==> src/rtl/seg_capture.sv <==
`default_nettype none
// +--------------------------------------------------------------------------+
// | seg_capture: decodes a scanned 7-segment bus back into a coherent frame  |
// | of four BCD digits plus decimal points.                                  |
// | Revision: 1.0                                                            |
// +--------------------------------------------------------------------------+
module seg_capture #(
  parameter int STABLE_CYCLES = 4
) (
  input  logic       clk,
  input  logic       reset,
  input  logic [6:0] seg,
  input  logic       decimal,
  input  logic       S0_enable,
  input  logic       S1_enable,
  input  logic       S2_enable,
  input  logic       S3_enable,
  output logic [3:0] d0,
  output logic [3:0] d1,
  output logic [3:0] d2,
  output logic [3:0] d3,
  output logic [3:0] dp,
  output logic       frame_valid,
  output logic       code_error,
  output logic       enable_error
);

  localparam logic [7:0] C_STABLE = 8'(STABLE_CYCLES);
  localparam logic [7:0] C_ARM    = 8'(STABLE_CYCLES - 2);

  logic [11:0] w_in;
  logic [11:0] r_sample;
  logic [7:0]  r_cnt;
  logic [3:0]  r_mask;
  logic [15:0] r_shadow;
  logic [3:0]  r_shadow_dp;

  logic        w_changed;
  logic        w_accept;
  logic [3:0]  w_dig;
  logic [3:0]  w_sel;
  logic        w_single;
  logic        w_multi;
  logic        w_commit;
  logic [3:0]  w_mask_base;

  assign w_in = {S3_enable, S2_enable, S1_enable, S0_enable, decimal, seg};

  // The change test looks at the sample being registered so the counter restarts
  // on the same edge the new pattern lands; acceptance then falls STABLE_CYCLES-1
  // edges later and still demands a full STABLE_CYCLES-clock hold.
  assign w_changed   = (w_in != r_sample);
  assign w_accept    = !w_changed && (r_cnt == C_ARM);
  assign w_commit    = (r_mask == 4'b1111);
  assign w_mask_base = w_commit ? 4'b0000 : r_mask;

  always_comb begin
    w_dig = 4'hF;
    case (r_sample[6:0])
      7'b1000000: w_dig = 4'd0;
      7'b1111001: w_dig = 4'd1;
      7'b0100100: w_dig = 4'd2;
      7'b0110000: w_dig = 4'd3;
      7'b0011001: w_dig = 4'd4;
      7'b0010010: w_dig = 4'd5;
      7'b0000010: w_dig = 4'd6;
      7'b1111000: w_dig = 4'd7;
      7'b0000000: w_dig = 4'd8;
      7'b0010000: w_dig = 4'd9;
      default:    w_dig = 4'hF;
    endcase
  end

  always_comb begin
    w_sel    = 4'b0000;
    w_single = 1'b0;
    w_multi  = 1'b0;
    case (r_sample[11:8])
      4'b1110: begin w_sel = 4'b0001; w_single = 1'b1; end
      4'b1101: begin w_sel = 4'b0010; w_single = 1'b1; end
      4'b1011: begin w_sel = 4'b0100; w_single = 1'b1; end
      4'b0111: begin w_sel = 4'b1000; w_single = 1'b1; end
      4'b1111: w_multi = 1'b0;
      default: w_multi = 1'b1;
    endcase
  end

  always_ff @(posedge clk) begin
    if (reset) begin
      r_sample     <= '1;
      r_cnt        <= '0;
      r_mask       <= '0;
      r_shadow     <= '0;
      r_shadow_dp  <= '0;
      d0           <= '0;
      d1           <= '0;
      d2           <= '0;
      d3           <= '0;
      dp           <= '0;
      frame_valid  <= 1'b0;
      code_error   <= 1'b0;
      enable_error <= 1'b0;
    end else begin
      r_sample <= w_in;
      if (w_changed) begin
        r_cnt <= '0;
      end else if (r_cnt != C_STABLE) begin
        r_cnt <= r_cnt + 8'd1;
      end

      code_error   <= w_accept && w_single && (w_dig == 4'hF);
      enable_error <= w_accept && w_multi;
      frame_valid  <= w_commit;

      if (w_commit) begin
        d0 <= r_shadow[3:0];
        d1 <= r_shadow[7:4];
        d2 <= r_shadow[11:8];
        d3 <= r_shadow[15:12];
        dp <= r_shadow_dp;
      end

      // A capture on the commit edge lands in the freshly cleared mask.
      if (w_accept && w_single) begin
        for (int i = 0; i < 4; i++) begin
          if (w_sel[i]) begin
            r_shadow[i*4 +: 4] <= w_dig;
            r_shadow_dp[i]     <= ~r_sample[7];
          end
        end
        r_mask <= w_mask_base | w_sel;
      end else begin
        r_mask <= w_mask_base;
      end
    end
  end

endmodule
`default_nettype wire

==> config.mk <==
export PLATFORM = sky130hd
export DESIGN_NAME = seg_capture
export DESIGN_NICKNAME = d
export VERILOG_FILES = /design/src/rtl/seg_capture.sv
export SDC_FILE = /design/constraint.sdc
export NUM_CORES = 1
export LEC_CHECK = 0
export BUFFER_PORTS_ARGS = -buffer_cell sky130_fd_sc_hd__buf_2
export CORE_ASPECT_RATIO = 1.4
export CORE_UTILIZATION = 40
export CTS_CLUSTER_DIAMETER = 40
export CTS_CLUSTER_SIZE = 8
export DETAILED_ROUTE_END_ITERATION = 8
export GPL_TIMING_DRIVEN = 0
export HOLD_SLACK_MARGIN = 0.08
export PLACE_DENSITY = 0.65
export SYNTH_ARGS = -nofsm -noshare
export SYNTH_HDL_FRONTEND = slang
export SYNTH_SLANG_ARGS = --single-unit
export TNS_END_PERCENT = 30
==> constraint.sdc <==
create_clock -name clk -period 1.7 [get_ports clk]
set_input_delay 0.085 -clock clk [delete_from_list [all_inputs] [get_ports clk]]
set_output_delay 0.085 -clock clk [all_outputs]
set_load 0.01 [all_outputs]
**Word level (Yosys, flattened, before mapping)**

Cells that the tools add are included.

- Input port bits: 14
- Bits in registers: 67
- Word-level logic and storage cells: 60

- Equality and inequality tests: 19
- Bitwise operators: 2
- $add $sub $neg: 1
- Reductions and logical operators: 13
- Muxes and demuxes: 6

Operator list:

| operator | count |
|---|---|
| $pmux 4 s10 | 1 |
| $eq 4x4->1 const B | 6 |
| $eq 7x5->1 const B | 3 |
| $eq 7x7->1 const B | 3 |
| $pmux 4 s4 | 1 |
| $eq 7x6->1 const B | 2 |
| $ne 12x12->1 | 1 |
| $add 8x1->8 const B | 1 |
| $eq 8x2->1 const B | 1 |
| $mux 4 | 2 |
| $ne 8x3->1 const B | 1 |
| $reduce_and 2->1 | 4 |
| $eq 7x2->1 const B | 1 |
| $logic_not 7->1 | 1 |
| $reduce_or 5->1 | 1 |
| $eq 4x3->1 const B | 1 |
| $logic_and 1x1->1 | 4 |
| $or 4x4->4 | 1 |
| $reduce_or 4->1 | 1 |
| $mux 1 | 2 |
| $reduce_or 2->1 | 1 |
| $logic_not 1->1 | 1 |
| $not 1->1 | 1 |

**Logic depth before layout (Yosys ltp)**

- Depth after elaboration: 5
- Gate-level depth with buffers: 7
- Mapped depth without buffers: 7

**Worst setup path after synthesis**

No wires, ideal clock.

- Path type: reg2reg
- From: reg r_sample[5]
- To: reg r_shadow[12]
- Cell stages (with the launch flop): 7
- Arrival: 1.580 ns
- Path slack: -0.026 ns
- Library setup time: 0.146 ns
- Data required time: 1.554 ns
- Path buffers: 1
- Cells stage by stage: dfxtp_1 -> buf_2 -> or3b_4 -> a2111oi_4 -> a31oi_2 -> a21oi_2 -> a211oi_1

- Word-level cells in the longest chain between the ends: 5
- Elaborated cells on any way between the ends: 16
- Classes of those cells: 10 x eq/ne; 1 x mux; 5 x reduce/logical

Ends and longest elaborated chain:

| element | line | text |
|---|---|---|
| from (decl) | 32 | `logic [11:0] r_sample;` |
| from (signal assigned) | 104 | `r_sample <= w_in;` |
| $ne 12x12->1 | 52 | `assign w_changed = (w_in != r_sample);` |
| $logic_not 1->1 | 53 | `assign w_accept = !w_changed && (r_cnt == C_ARM);` |
| $logic_and 1x1->1 | 53 |  |
| $logic_and 1x1->1 | 124 | `if (w_accept && w_single) begin` |
| $reduce_and 2->1 (no line) | n/a |  |
| to (signal, indexed assignment) | 127 | `r_shadow[i*4 +: 4] <= w_dig;` |
| to (decl) | 35 | `logic [15:0] r_shadow;` |

Parallel ways exist; a longest one is shown, timed or not.
A chain may end at the register's enable or synchronous reset.

**Final worst setup path**

- From: reg r_cnt[2]
- To: reg r_shadow_dp[3]

- Word-level cells in the longest chain between the ends: 4

Ends and longest elaborated chain:

| element | line | text |
|---|---|---|
| from (decl) | 33 | `logic [7:0] r_cnt;` |
| from (signal assigned) | 108 | `r_cnt <= r_cnt + 8'd1;` |
| $eq 8x2->1 | 53 |  |
| $logic_and 1x1->1 | 53 |  |
| $logic_and 1x1->1 | 124 |  |
| $reduce_and 2->1 (no line) | n/a |  |
| to (signal, indexed assignment) | 128 | `r_shadow_dp[i] <= ~r_sample[7];` |
| to (decl) | 36 | `logic [3:0] r_shadow_dp;` |

Every way passes these cells.

==> summary.md <==
| Metric | Value |
|---|---|
| Run status | finished with violations |
| Failing checks | DRC, setup timing |
| Most frequent cells in the layout | dfxtp_1 (62), nand2_1 (43), buf_2 (36), a21oi_1 (32), nor2_1 (26) |
| Starting Density | 41.1% |
| Diode count | 0 |
| Mapped Area | 3180 sq um |
| Synth top area cells | dfxtp_1 (42%), nand2_1 (5.2%), xnor2_4 (5.2%), a21oi_1 (5.0%), mux2i_1 (3.8%) |
| Global routing usage on met2 | 31.8% |
| Critical Path Sink Type | register |
| # setup viols final | 24 |
| FF+latch count, synth | 67 |
| Area of the core | 7750 sq um |
| RSZ-0062 raised after global routing | true |
| CTS tree | built |
| Post-Route WL | 6870 um |
| Largest net degree at the start of global routing | 12 |
| Vias in the first global route | 2,425 |
| Slew Limit Fails | 0 |
| Clk Latency, worst-skew pair | 360 ps |
| Met3 Track Usage GR | 4.41% |
| Clock Skews | 8.63 ps |
| P_int | 2.31 mW |
| Req. time, crit path | 1930 ps |
| Cell family with most CP delay | simple AND/OR/NAND/NOR gates |
| Initial antenna violation count | 0 |
| Power Density | 755 nW/um^2 |
| Gr busiest metal | met2 |
| Fin util | 53.2% |
| Sw Ratio | 25.7% |
| CP max FO | 8 |
| # Max-Cap Violations | 0 |
| # DRC | 1 |
| Net Sw Power | 0.801 mW |
| CP dominant cell by count | buf_6 |
| GP Congestion | 0.784 |
| Critical Path Source Type | register |
| Die area | 8330 sq um |
| Gr usage total | 18.2% |
| Clock power frac | 38.2% |
| Die height | 108 um |
| Area leader, netlist | dfxtp_1 |
| Largest registers | r_shadow x16, r_sample x12, r_cnt x8 |
| Leak | 1.55 nW |
| DR pass1 iterations | 8 |
| Setup_tns | -1280 ps |
| Top reg by flops | r_shadow |
| Post-Synthesis Cells | 325 |
| Share of layout cells above drive strength 1 | 34.2% |
| Total CTS buffers | 9 |
| Mean routed wirelength per cell | 13.7 um |
| Worst-Margin Slew | 501 ps |
| Final Hold Viols | 0 |
| Synth Flop Type | dfxtp_1 |
| Slew headroom | 66.6% |
| # IOs | 37 |
| Hold slack | 99.3 ps |
| WS Path Type | register to register |
| Peak VDD IR | 0.475 mV |
| Period utilization | 106% |
| Clock root cell | clkbuf_8 |
| Min-delay worst type | input port to register |
| Synth-to-layout area growth | 29.4% |
| DP HPWL | 4710 um |
| Max Buffers Root-to-Sink | 2 |
| Routed vias/inst | 4.91 |
| Slowest CP cell | dfxtp_1 |
| Die Width | 77.4 um |
| Final worst setup slack | -97.7 ps |
| Number of flops mapped to enable cells by yosys | 0 |
| Clock transition at path regs | 70 ps |
| Post-synthesis async set-or-reset flop share | 0% |
| Post-synth top area share | 42.1% |
| Fmax | 556 MHz |
| Routed via count | 2,472 |
| Antenna viol nets, final | 0 |
| IO buf count | 36 |
| Pre-CTS setup slack | -358 ps |
| Htree depth | 3 |
| CP max stage delay | 400 ps |
| First-pass GRT wire length | 11,500 um |
| Gr ovfl total | 0 |
| Post-layout nets | 415 |
| Register area share after synthesis | 42.1% |
| Final min period | 1800 ps |
| Critical path buffers and inverters | 2 |
| Largest register FFs | 16 |
| CP Cell Sequence | nor4b_4, buf_6, nand3_4, nor4_4, buf_6, mux2i_1, nor2_1 |
| Mean post-synth cell area | 9.80 sq um |
| Combinational Power Share | 10.6% |
| YS warnings | 0 |
| Standard-cell rows | 38 |
| Arr. time, crit path | 2030 ps |
| Cell variety after synth | 54 |
| Flop pwr share | 51.3% |
| Clk sinks | 67 |
| M1 GR Usage | 20.0% |
| Commonest non-fill, non-tap cell in the layout | dfxtp_1 |
| DR iter-0 viols | 177 |
| Syn Nets | 342 |
## worst min-delay path, stage by stage
cell	delay [ps]
buf_2	140
or4_4	160
nor2_1	40
## synthesized netlist by cell type, types with 2 or more instances
library cell,n
a21o_1,2
nand3_1,15
nand4_4,3
a211oi_1,6
or2_2,12
nor2_1,27
nor3b_1,2
xnor2_4,6
nand4_1,3
nand2_1,44
nand2b_1,5
ha_1,3
inv_1,5
buf_2,2
buf_6,5
nor4_4,4
xnor2_2,4
xnor2_1,4
dfxtp_1,67
and4_1,2
a21oi_1,32
xor2_1,6
nor3_1,4
mux2i_1,12
and4b_1,4
nor2_2,5
and3_1,2
o21ai_0,3
clkbuf_1,11
## layout make-up
type                            count  area (sq um)
Sequential cell                    67          1350
Timing Repair Buffer               62           452
Multi-Input combinational cell    234          1870
Clock inverter                      4          26.3
Clock buffer                       12           145
Buffer                             19           131
Inverter                            5          21.3
Tap cell                          100           125
Fill cell                         687          3630
## metrics by stage
stage / power (mW) / cells / instance area, sq um
2_1_floorplan: 1.83 / 325 / 3190
3_3_place_gp: 1.89 / 461 / 3500
3_5_place_dp: 1.90 / 461 / 3500
4_1_cts: 3.12 / 500 / 4050
5_1_grt: 3.23 / 503 / 4120
6_report: 3.11 / 503 / 4120
## metal layers
layer,vias up,routed length (um)
li1,1270,-
met1,1151,2890
met2,37,3610
met3,14,223
met4,0,150
met5,-,0
## worst paths after layout
path	to	start	cells after the start	slack [ps]
min	r_cnt[0]$_SDFFE_PP0P_	reset	3	100
max	r_shadow_dp[3]$_SDFFE_PP0P_	r_cnt[2]$_SDFFE_PP0P_	7	-100
min reg2reg	d2[3]$_SDFFE_PP0P_	d2[3]$_SDFFE_PP0P_	2	450
max reg2reg	r_shadow_dp[3]$_SDFFE_PP0P_	r_cnt[2]$_SDFFE_PP0P_	7	-100
## kinds of logic after synthesis
| logic type | Yosys count | synth area share [%] |
|---|---|---|
| AND/OR/NAND/NOR | 147 | 28.4 |
| flip-flops | 67 | 42.1 |
| AO/OA/AOI/OAI | 52 | 10.4 |
| buffers and inverters | 24 | 4.20 |
| XOR/XNOR | 20 | 9.98 |
| multiplexers | 12 | 3.77 |
| adder cells (fa/ha/maj) | 3 | 1.18 |
## what timing repair did
action | in CTS | in global routing
setup buffers | 11 | 3
endpoints found under the hold margin | 12 | 0
pin swaps | 19 | 17
cloned | 0 | 0
resized for setup | 35 | 12
setup endpoints to repair | 31 | 31
hold buffers | 12 | 0
## power groups by stage
stage                     clock network [mW]  registers (mW)  logic (mW)
after floorplan                            0            1.63       0.202
after global routing                    1.28            1.60       0.353
final                                   1.19            1.60       0.329
after global placement                     0            1.63       0.259
after CTS                               1.21            1.60       0.318
after detailed placement                   0            1.63       0.265
Note: power is estimated with default switching activity, not from simulation.
